**config.mk**
```make
export PLATFORM = sky130hd
export DESIGN_NAME = fu_sched
export DESIGN_NICKNAME = d
export VERILOG_FILES = /design/src/rtl/fu_sched_pkg.sv /design/src/rtl/fu_credit.sv /design/src/rtl/fu_sched.sv
export SDC_FILE = /design/constraint.sdc
export NUM_CORES = 1
export LEC_CHECK = 0
export BUFFER_PORTS_ARGS = -buffer_cell sky130_fd_sc_hd__buf_2
export CAP_MARGIN = 25
export CORE_MARGIN = 4
export CORE_UTILIZATION = 39
export DETAILED_ROUTE_END_ITERATION = 7
export GPL_TIMING_DRIVEN = 0
export PLACE_DENSITY = 0.76
export SYNTH_ARGS = -nofsm -noshare
export SYNTH_HDL_FRONTEND = slang
export SYNTH_HIERARCHICAL = 1
export SYNTH_SLANG_ARGS = --single-unit
```
**constraint.sdc**
```tcl
create_clock -name clk -period 3.7 [get_ports clk]
set_input_delay 0.185 -clock clk [delete_from_list [all_inputs] [get_ports clk]]
set_output_delay 0.185 -clock clk [all_outputs]
set_load 0.01 [all_outputs]
```
**src/rtl/fu_sched_pkg.sv**
```systemverilog
`default_nettype none
// ============================================================================
// Module      : fu_sched_pkg
// Description : Shared types and helpers for the function-unit scheduler.
//               Function-unit class indices, the divider FSM state type,
//               the issue and redirect bundle layouts, the redirect
//               age-compare function succeed() and a lowest-set-bit helper.
// Revision    : 1.0 - initial release
// ============================================================================
package fu_sched_pkg;

    // Function-unit class bit positions in fu / fu_ready masks
    localparam int FU_ALU = 0;
    localparam int FU_MEM = 1;
    localparam int FU_BRU = 2;
    localparam int FU_MUL = 3;
    localparam int FU_DIV = 4;
    localparam int FU_N   = 5;

    typedef enum logic [1:0] {
        IDLE = 2'd0,
        BUSY = 2'd1,
        KILL = 2'd2
    } div_state_t;

    // opid[15] is the valid bit; fu is a class mask (one or more bits set)
    typedef struct packed {
        logic [15:0]     opid;
        logic [FU_N-1:0] fu;
    } iss_bundle_t;

    // opid[15] is the valid bit; topid is the oldest op ID still in flight
    typedef struct packed {
        logic [15:0] opid;
        logic [15:0] topid;
    } red_bundle_t;

    // Returns 1 when opid is younger than red_opid. Both IDs are measured as
    // a distance from the oldest in-flight ID (topid) inside a window of
    // opsz IDs, so the compare stays correct across ID wrap-around.
    function automatic logic succeed(
        input logic [15:0] opid,
        input logic [15:0] red_opid,
        input logic [15:0] topid,
        input int unsigned opsz
    );
        logic [15:0] d_op;
        logic [15:0] d_red;
        d_op  = (opid - topid) % 16'(opsz);
        d_red = (red_opid - topid) % 16'(opsz);
        return d_op > d_red;
    endfunction

    // Isolates the lowest set bit of a class mask (two's-complement trick)
    function automatic logic [FU_N-1:0] lowest_set(input logic [FU_N-1:0] m);
        return m & (~m + FU_N'(1));
    endfunction

endpackage
`default_nettype wire

```
**src/rtl/fu_credit.sv**
```systemverilog
`default_nettype none
// ============================================================================
// Module      : fu_credit
// Description : Saturating credit counter. Each cycle the count moves by
//               inc_i - dec_i (both may be nonzero) and is clamped at MAX.
//               Resets to MAX (all credits free).
// Ports       : clk       - clock
//               rst       - asynchronous active-low reset
//               inc_i     - credits returned this cycle
//               dec_i     - credits consumed this cycle
//               cnt_o     - current credit count
//               nonzero_o - at least one credit available
// Revision    : 1.0 - initial release
// ============================================================================
module fu_credit #(
    parameter int MAX = 8,
    parameter int CW  = $clog2(MAX) + 1
) (
    input  logic          clk,
    input  logic          rst,
    input  logic [CW-1:0] inc_i,
    input  logic [CW-1:0] dec_i,
    output logic [CW-1:0] cnt_o,
    output logic          nonzero_o
);

    localparam logic [CW-1:0] c_MAX   = CW'(MAX);
    localparam logic [CW:0]   c_MAX_W = (CW+1)'(MAX);

    logic [CW-1:0] cnt_q;
    logic [CW-1:0] cnt_d;
    logic [CW:0]   w_sum;

    // One extra bit so that count + returns cannot wrap before the clamp
    always_comb begin
        w_sum = {1'b0, cnt_q} + {1'b0, inc_i} - {1'b0, dec_i};
        cnt_d = (w_sum > c_MAX_W) ? c_MAX : w_sum[CW-1:0];
    end

    always_ff @(posedge clk or negedge rst) begin
        if (!rst) begin
            cnt_q <= c_MAX;
        end else begin
            cnt_q <= cnt_d;
        end
    end

    assign cnt_o     = cnt_q;
    assign nonzero_o = (cnt_q != '0);

`ifndef SYNTHESIS
    always_ff @(posedge clk) begin
        if (rst) begin
            assert (w_sum <= c_MAX_W)
                else $error("fu_credit: credit count overflow");
            assert ({1'b0, dec_i} <= {1'b0, cnt_q} + {1'b0, inc_i})
                else $error("fu_credit: credit count underflow");
        end
    end
`endif

endmodule
`default_nettype wire

```
**src/rtl/fu_sched.sv**
```systemverilog
`default_nettype none
// ============================================================================
// Module      : fu_sched
// Description : Function-unit scheduler between issue queue and execution
//               lanes. Accepts issue candidates in port order subject to
//               per-class capacity and lane count, maps accepted ports onto
//               lanes, tracks LSU credits, the non-pipelined divider and the
//               multiplier slot limit, and publishes a registered class
//               ready mask.
// Ports       : clk        - clock
//               rst        - asynchronous active-low reset
//               iss_bundle - issue candidates (valid = opid[15])
//               red_bundle - redirect (valid = opid[15])
//               div_done   - divider writes back this cycle
//               lsu_ret    - LSU credits returned this cycle
//               issue      - per-port accept
//               fu_ready   - class ready mask {DIV,MUL,BRU,MEM,ALU}
//               lane_vld   - lane carries an op
//               lane_port  - source issue port per lane
//               div_kill   - abort the in-flight divide (one-cycle pulse)
// Revision    : 1.0 - initial release
// ============================================================================
module fu_sched
    import fu_sched_pkg::*;
#(
    parameter int IWD    = 2,
    parameter int EWD    = 2,
    parameter int OPSZ   = 32,
    parameter int LSQ_CR = 8,
    parameter int MUL_N  = 1
) (
    input  logic                                        clk,
    input  logic                                        rst,
    input  iss_bundle_t [IWD-1:0]                       iss_bundle,
    input  red_bundle_t                                 red_bundle,
    input  logic                                        div_done,
    input  logic [$clog2(LSQ_CR):0]                     lsu_ret,
    output logic [IWD-1:0]                              issue,
    output logic [FU_N-1:0]                             fu_ready,
    output logic [EWD-1:0]                              lane_vld,
    output logic [EWD*((IWD > 1) ? $clog2(IWD) : 1)-1:0] lane_port,
    output logic                                        div_kill
);

    localparam int PW     = (IWD > 1) ? $clog2(IWD) : 1;
    localparam int AW     = $clog2(EWD + 1);
    localparam int CW     = $clog2(LSQ_CR) + 1;
    localparam int MW     = $clog2(MUL_N + 1);
    localparam int MEMCAP = (EWD < LSQ_CR) ? EWD : LSQ_CR;

    localparam logic [AW-1:0] c_EWD    = AW'(EWD);
    localparam logic [MW-1:0] c_MUL_N  = MW'(MUL_N);
    localparam logic [CW-1:0] c_MEMCAP = CW'(MEMCAP);

    // ------------------------------------------------------------------
    // State
    // ------------------------------------------------------------------
    div_state_t  div_state_q;
    div_state_t  div_state_d;
    logic [15:0] div_opid_q;
    logic [15:0] div_opid_d;

    logic [CW-1:0] w_credit;
    logic          w_credit_nz;

    // ------------------------------------------------------------------
    // Acceptance scan
    // ------------------------------------------------------------------
    logic                   w_red_vld;
    logic                   w_go;
    logic [IWD-1:0]         w_issue;
    logic [EWD-1:0]         w_lane_vld;
    logic [EWD-1:0][PW-1:0] w_lane_port;
    logic [AW-1:0]          w_nacc;
    logic [CW-1:0]          w_mem_left;
    logic [CW-1:0]          w_mem_acc;
    logic [MW-1:0]          w_mul_left;
    logic                   w_div_left;
    logic                   w_div_acc;
    logic [15:0]            w_div_opid;
    logic [FU_N-1:0]        w_avail;
    logic [FU_N-1:0]        w_req;
    logic [FU_N-1:0]        w_pick;

    assign w_red_vld = red_bundle.opid[15];
    // Nothing issues while held in reset or while a redirect is flushing
    assign w_go      = rst && !w_red_vld;

    // Ports are scanned lowest first; each accept consumes one lane and one
    // unit of capacity from the class it was steered to, so later ports see
    // only what is left.
    always_comb begin
        w_issue     = '0;
        w_lane_vld  = '0;
        w_lane_port = '0;
        w_nacc      = '0;
        w_mem_left  = (w_credit < c_MEMCAP) ? w_credit : c_MEMCAP;
        w_mem_acc   = '0;
        w_mul_left  = c_MUL_N;
        w_div_left  = (div_state_q == IDLE);
        w_div_acc   = 1'b0;
        w_div_opid  = '0;
        w_avail     = '0;
        w_req       = '0;
        w_pick      = '0;
        for (int i = 0; i < IWD; i++) begin
            w_avail         = '1;
            w_avail[FU_MEM] = (w_mem_left != '0);
            w_avail[FU_MUL] = (w_mul_left != '0);
            w_avail[FU_DIV] = w_div_left;
            w_req  = iss_bundle[i].fu & w_avail;
            w_pick = lowest_set(w_req);
            if (w_go && iss_bundle[i].opid[15] && (w_nacc < c_EWD) && (w_req != '0)) begin
                w_issue[i] = 1'b1;
                for (int k = 0; k < EWD; k++) begin
                    if (AW'(k) == w_nacc) begin
                        w_lane_vld[k]  = 1'b1;
                        w_lane_port[k] = PW'(i);
                    end
                end
                w_nacc = w_nacc + AW'(1);
                if (w_pick[FU_MEM]) begin
                    w_mem_left = w_mem_left - CW'(1);
                    w_mem_acc  = w_mem_acc + CW'(1);
                end
                if (w_pick[FU_MUL]) begin
                    w_mul_left = w_mul_left - MW'(1);
                end
                if (w_pick[FU_DIV]) begin
                    w_div_left = 1'b0;
                    w_div_acc  = 1'b1;
                    w_div_opid = iss_bundle[i].opid;
                end
            end
        end
    end

    assign issue     = w_issue;
    assign lane_vld  = w_lane_vld;
    assign lane_port = w_lane_port;

    // ------------------------------------------------------------------
    // LSU credits
    // ------------------------------------------------------------------
    fu_credit #(
        .MAX (LSQ_CR),
        .CW  (CW)
    ) u_lsu_credit (
        .clk       (clk),
        .rst       (rst),
        .inc_i     (lsu_ret),
        .dec_i     (w_mem_acc),
        .cnt_o     (w_credit),
        .nonzero_o (w_credit_nz)
    );

    // ------------------------------------------------------------------
    // Divider FSM
    // ------------------------------------------------------------------
    // A writeback in the same cycle as a flushing redirect completes the
    // divide normally: the result is already on its way, so there is
    // nothing left to abort.
    always_comb begin
        div_state_d = div_state_q;
        div_opid_d  = div_opid_q;
        div_kill    = 1'b0;
        unique case (div_state_q)
            IDLE: begin
                if (w_div_acc) begin
                    div_state_d = BUSY;
                    div_opid_d  = w_div_opid;
                end
            end
            BUSY: begin
                if (div_done) begin
                    div_state_d = IDLE;
                end else if (w_red_vld &&
                             succeed(div_opid_q, red_bundle.opid, red_bundle.topid, OPSZ)) begin
                    div_state_d = KILL;
                end
            end
            KILL: begin
                div_kill    = 1'b1;
                div_state_d = IDLE;
            end
            default: begin
                div_state_d = IDLE;
            end
        endcase
    end

    always_ff @(posedge clk or negedge rst) begin
        if (!rst) begin
            div_state_q <= IDLE;
            div_opid_q  <= '0;
        end else begin
            div_state_q <= div_state_d;
            div_opid_q  <= div_opid_d;
        end
    end

    // ------------------------------------------------------------------
    // Ready mask: a pure function of registered state, so it reflects the
    // previous cycle's accepts/returns and never depends on this cycle's
    // candidates.
    // ------------------------------------------------------------------
    always_comb begin
        fu_ready         = '1;
        fu_ready[FU_MEM] = w_credit_nz;
        fu_ready[FU_DIV] = (div_state_q == IDLE);
    end

`ifndef SYNTHESIS
    always_ff @(posedge clk) begin
        if (rst) begin
            assert (!(div_done && (div_state_q == IDLE)))
                else $error("fu_sched: div_done while divider idle");
        end
    end
`endif

endmodule
`default_nettype wire

```
# After elaboration in Yosys (flattened, before gate mapping)
# Index checks and enable logic that the tools add are counted.
totals:
  register_bits: 11
  input_bits: 81
  output_inout_bits: 12
  word_cells: 76
classes:
  add_sub_neg: 8
  n_lt_le_gt_ge: 4
  n_eq_ne: 5
  mux: 33
  bitwise_logic: 6
  reduce_logical: 17
op_table:
  columns: ["cell", "count"]
  rows:
  - ["two-way mux 4 bit", 6]
  - ["AND 5 bit", 4]
  - ["two-way mux 5 bit", 4]
  - ["two-way mux 1 bit", 17]
  - ["nonzero test 4 bit", 3]
  - ["adder 5 x 1 -> 5 bit, second input constant", 2]
  - ["two-way mux 2 bit", 5]
  - ["NOT 5 bit", 2]
  - ["nonzero test 5 bit", 2]
  - ["subtractor 5 bit", 2]
  - ["logical AND 1 bit", 7]
  - ["adder 4 x 4 -> 5 bit", 1]
  - ["greater-than comparator 5 x 4 -> 1 bit, second input constant", 1]
  - ["greater-than comparator 5 bit", 1]
  - ["subtractor 5 x 4 -> 5 bit", 1]
  - ["adder 4 x 1 -> 4 bit, second input constant", 1]
  - ["logical NOT 2 bit", 2]
  - ["< comparator 4 x 2 -> 1 bit, second input constant", 1]
  - ["one-hot mux 2 bit (2 select lines)", 1]
  - ["AND reduction 2 bit", 2]
  - ["subtractor 4 x 1 -> 4 bit, second input constant", 1]
  - ["inequality test 3 bit, second input constant", 1]
  - ["equality test 1 x 2 -> 1 bit, first input constant", 1]
  - ["equality test 2 x 1 -> 1 bit, second input constant", 1]
  - ["other kinds (4)", 4]

# Logic depth before layout (Yosys ltp)
depth:
  depth_word: 19
  mapped_depth: 18

# Hierarchy
# The synthesis kept the hierarchy.
modules_own_cells:
  columns: ["mod", "n_inst", "cells_per_inst", "area_per_inst_um2", "seq_area_each_um2"]
  rows:
  - ["fu_sched", 1, 117, 1054.8, 175.2]
  - ["fu_credit", 1, 42, 391.6, 101.3]

# Worst setup path before layout
# OpenSTA, ideal clock, no wires.
synth_timing:
  path_type: "flip-flop to flip-flop"
  startpoint: "reg u_lsu_credit.cnt_q[2], in the netlist u_lsu_credit/cnt_o[2]"
  endpoint: "reg u_lsu_credit.cnt_q[2], in the netlist u_lsu_credit/cnt_o[2]"
  setup_time_ps: 132
  arrival_ps: 3477
  path_slack_ps: 91
  stages_incl_launch_ff: 17
  path_buffers: 0
  period_less_slack_ps: 3609
  cell_sequence: "dfrtp_1 nor3_2 ha_1 nand2b_1 nand4_1 a211oi_2 a31o_2 mux2_2 ha_1 inv_1 ha_1 inv_1 fa_1 nand2b_1 a21oi_1 xor2_1 nor3_1"
synth_between:
  elab_chain_cells: 19
  word_cells_on_any_way: 35
  cone_classes: "add/sub (6); order compare (3); mux (13); bitwise (6); reduce/logical (7)"
synth_rtl:
  columns: ["item", "line", "text"]
  rows:
  - ["start: declaration", "fu_credit.sv:30", "logic [CW-1:0] cnt_q;"]
  - ["start signal: assignment", "fu_credit.sv:42", "cnt_q <= c_MAX;"]
  - ["start signal: assignment", "fu_credit.sv:44", "cnt_q <= cnt_d;"]
  - ["< comparator 4 x 2 -> 1 bit", "fu_sched.sv:97", "w_mem_left = (w_credit < c_MEMCAP) ? w_credit : c_MEMCAP;"]
  - ["two-way mux 4 bit (*)", "fu_sched.sv:97", null]
  - ["nonzero test 4 bit", "fu_sched.sv:108", "w_avail[FU_MEM] = (w_mem_left != '0);"]
  - ["AND 5 bit", "fu_sched.sv:111", "w_req = iss_bundle[i].fu & w_avail;"]
  - ["NOT 5 bit", "fu_sched_pkg.sv:56", "return m & (~m + FU_N'(1));"]
  - ["adder 5 x 1 -> 5 bit", "fu_sched_pkg.sv:56", null]
  - ["AND 5 bit", "fu_sched_pkg.sv:56", null]
  - ["two-way mux 4 bit", "fu_sched.sv:122", "if (w_pick[FU_MEM]) begin"]
  - ["[... 5 more ...]", null, null]
  - ["AND 5 bit", "fu_sched_pkg.sv:56", null]
  - ["two-way mux 4 bit", "fu_sched.sv:122", null]
  - ["two-way mux 4 bit (*)", "fu_sched.sv:113", "if (w_go && iss_bundle[i].opid[15] && (w_nacc < c_EWD) && (w_req != '0)) begin"]
  - ["via w_mem_acc[0]", "fu_sched.sv:76", "logic [CW-1:0] w_mem_acc;"]
  - ["subtractor 5 x 4 -> 5 bit (*)", "fu_credit.sv:36", "w_sum = {1'b0, cnt_q} + {1'b0, inc_i} - {1'b0, dec_i};"]
  - ["greater-than comparator 5 x 4 -> 1 bit", "fu_credit.sv:37", "cnt_d = (w_sum > c_MAX_W) ? c_MAX : w_sum[CW-1:0];"]
  - ["two-way mux 4 bit (*)", "fu_credit.sv:37", null]
  - ["via u_lsu_credit.cnt_d[2]", "fu_credit.sv:31", "logic [CW-1:0] cnt_d;"]
# The timed path passes the listed nets; every way through them passes the cells marked *.
# A chain may end at the register's enable or synchronous reset.

# Final worst setup path
# Ends and elaborated chain as after synthesis.

==> run metrics <==
ys async rst share=100%; Horiz. Die Dim=between 60 and 70 um; cells along the critical path=nor3_4 -> nand2_1 -> ha_2 -> nand2b_4 -> nor3_4 -> o211ai_2 -> nor2_1 -> ha_1 -> mux2_4 -> ha_4 -> inv_2 -> ha_4 -> inv_2 -> fa_2 -> nand2b_4 -> a21oi_4 -> xor2_2 -> nor3_1; Global Route Usage Sum=13.4%; Cells after DPL=256; I/O pin count=93; share of cells above drive strength 1=around 42%; Die Ht=68.9 um; Synth Warn #=6; Antenna Nets Post-Route=0; Final setup viols=0; CP Max Fanout=4; Post-Synth Simple-Gate Area=21.5%; cells after synthesis=159; routing usage on met2=between 20% and 30%; most common cell after layout, fill and taps aside=buf_2; Critical Path Max Stage Delay=400 ps; global route total overflow=0; Syn Area/Cell=9.10 um2; Arr. time, crit path=approximately 3700 ps; flop and latch count out of synthesis=11; routability cong.=0.769; HPWL after detailed placement=2600 um; CTS tree=built; ant diodes=0; Finished Layout Cells=272; fraction of the mapped netlist area in adder cells=25.6%; Routed WL=3180 um; Post-Synthesis Cell Area=1450 um2; Compound-Gate Fraction of Synth Area=~15%; fin nets=334; Core Area=3470 um2; clk slew on worst S/H paths=50 ps; Final Hold Fails=0; Max VDD drop=~0.30 mV; area grow syn2layout=37.5%; crit start category=flop; leakage=1.08 nW; die area=between 4000 and 5000 um2; WP buf/inv=2; Clk Latency, worst-skew pair=240 ps; final hold slack=125 ps; WL/cell=about 12 um; Post-synth EDFFs=0; iteration-0 DRC count of the detailed router=41; initial antenna violation count=0; total CTS buffers=3; outcome=finished, final reports clean; Req. time, crit path=3810 ps; Clock Sinks=11; M1 GR Usage=roughly 16%; Slowest-stage cell, CP=dfrtp_1; CP endpoint kind=flop; Vias=about 1300; first-pass iteration count of the detailed router=3; largest family of logic cells by synthesized area=adder cells; max-slew violation count=0; sequential fraction of the synthesis area=between 10% and 20%; pin count of the biggest net entering global routing=16; Cell Rows=21; Port Buffers=48; CTS Buffer Depth=2; met3 usage=4.54%; Worst Skew=1.06 ps; Setup CP Type=reg -> reg; drt drc=0; minimum clock period=~3500 ps; Post-Synth XOR/XNOR Area=between 6 and 7%; fmax=282 MHz; Via density=4.75; hold crit path type=in -> reg; Primary FF master, synth=dfrtp_1; Root Driver=clkbuf_8; commonest non-fill, non-tap cells in the layout=buf_2, inv_1, ha_1, buf_4, dfrtp_1; post-synthesis mux area share=less than 1%; max-cap violations=0; CTS H-tree lvls=1; Final period util=between 90% and 100%; Worst Tran Pin Value=694 ps; pwr/cell area=411 nW/um2; Unique masters post-synth=between 40 and 50; Most Used Layer, Global Route=met2; Rel. slew slack=53.4%; Worst path top cell family by delay=adder cells; first-pass GRT wire length=4850 um; vias in the first global route=about 1200; Initial Utilization=41.7%
-- logic make-up after synthesis --
kind of cell / Yosys count
multiplexers: 1
buffers and inverters: 34
XOR/XNOR: 11
AND/OR/NAND/NOR: 48
AO/OA/AOI/OAI: 26
other: 2
adder cells (fa/ha/maj): 26
flip-flops: 11
-- per-stage QoR --
stage          utilization, %  setup WS (ps)  setup TNS [ps]  area [um2]  total power, mW
3_3_place_gp             50.6           -172            -629        1760            0.589
6_report                 57.3            159               0        1990            0.816
4_1_cts                  53.6           19.7               0        1860            0.763
2_1_floorplan               -           90.6               0        1460            0.502
5_1_grt                  57.3          -13.6           -31.0        1990            0.896
3_5_place_dp             50.6           -243            -922        1760            0.607
-- synth_stat cells, types with 2 or more instances --
| master | instances | area share, % |
|---|---|---|
| a21o_1 | 6 | 3.1 |
| a21oi_1 | 6 | 2.1 |
| a221o_1 | 5 | 3.5 |
| and2_1 | 6 | 2.6 |
| buf_4 | 6 | 3.1 |
| conb_1 | 2 | 0.52 |
| dfrtp_1 | 10 | 17 |
| fa_1 | 6 | 8.3 |
| ha_1 | 20 | 17 |
| inv_1 | 27 | 7.0 |
| nand2_1 | 6 | 1.6 |
| nand2b_1 | 3 | 1.3 |
| nand3_1 | 2 | 0.69 |
| nand4_1 | 4 | 1.7 |
| nor2_1 | 9 | 2.3 |
| nor2b_1 | 2 | 0.86 |
| nor3_1 | 2 | 0.69 |
| nor3b_1 | 3 | 1.6 |
| xnor2_1 | 6 | 3.6 |
| xor2_1 | 5 | 3.0 |
-- report_power, final --
| group | internal (mW) | leakage (nW) | total (mW) | switching, mW |
|---|---|---|---|---|
| Sequential | 0.152 | 0.145 | 0.174 | 0.0222 |
| Combinational | 0.265 | 0.910 | 0.523 | 0.259 |
| Clock | 0.0755 | 0.0228 | 0.119 | 0.0431 |
| Total | 0.492 | 1.08 | 0.816 | 0.324 |
-- state kept, by name, summed over array words and instances, names as in the netlist --
signal and count:
u_lsu_credit/cnt_o 4, div_state_q 2, div_opid_q 5
-- path summary, 6_finish.rpt --
| check | start | cells after the start | slack (ps) | endpoint |
|---|---|---|---|---|
| worst min-delay path | div_done | 2 | 130 | div_state_q[1]$_DFFE_PN0P_ |
| max in group asynchronous | rst | 2 | 3090 | u_lsu_credit/cnt_o[3]$_DFF_PN1_ |
| worst min register to register | div_state_q[1]$_DFFE_PN0P_ | 1 | 500 | div_state_q[1]$_DFFE_PN0P_ |
| min in group asynchronous | rst | 2 | 370 | div_state_q[1]$_DFFE_PN0P_ |
| worst max-delay path | u_lsu_credit/cnt_o[2]$_DFF_PN0_ | 18 | 160 | u_lsu_credit/cnt_o[2]$_DFF_PN0_ |
| worst max register to register | u_lsu_credit/cnt_o[2]$_DFF_PN0_ | 18 | 160 | u_lsu_credit/cnt_o[2]$_DFF_PN0_ |
-- cell type report --
class	instances	area, um2
multi-input combinational	117	1120
sequential	11	277
tap	46	57.6
fill	316	1480
clock buffer	4	45.0
timing repair buffer	60	335
inverter	27	101
buffer	7	56.3
-- routing by layer --
metal | part of all wire (%) | vias to the layer above
met3 | 7.1 | 2
met2 | 53 | 25
li1 | - | 665
met4 | 0.31 | 0
met5 | 0 | -
met1 | 40 | 600
-- what timing repair did --
item	4_1_cts	5_1_grt
gates cloned	0	0
setup endpoints to repair	4	4
setup buffers	3	8
resized for setup	6	13
hold buffers	1	0
hold endpoints to repair	10	0
pin swaps	6	14
Power figures use the tool's default switching activity.
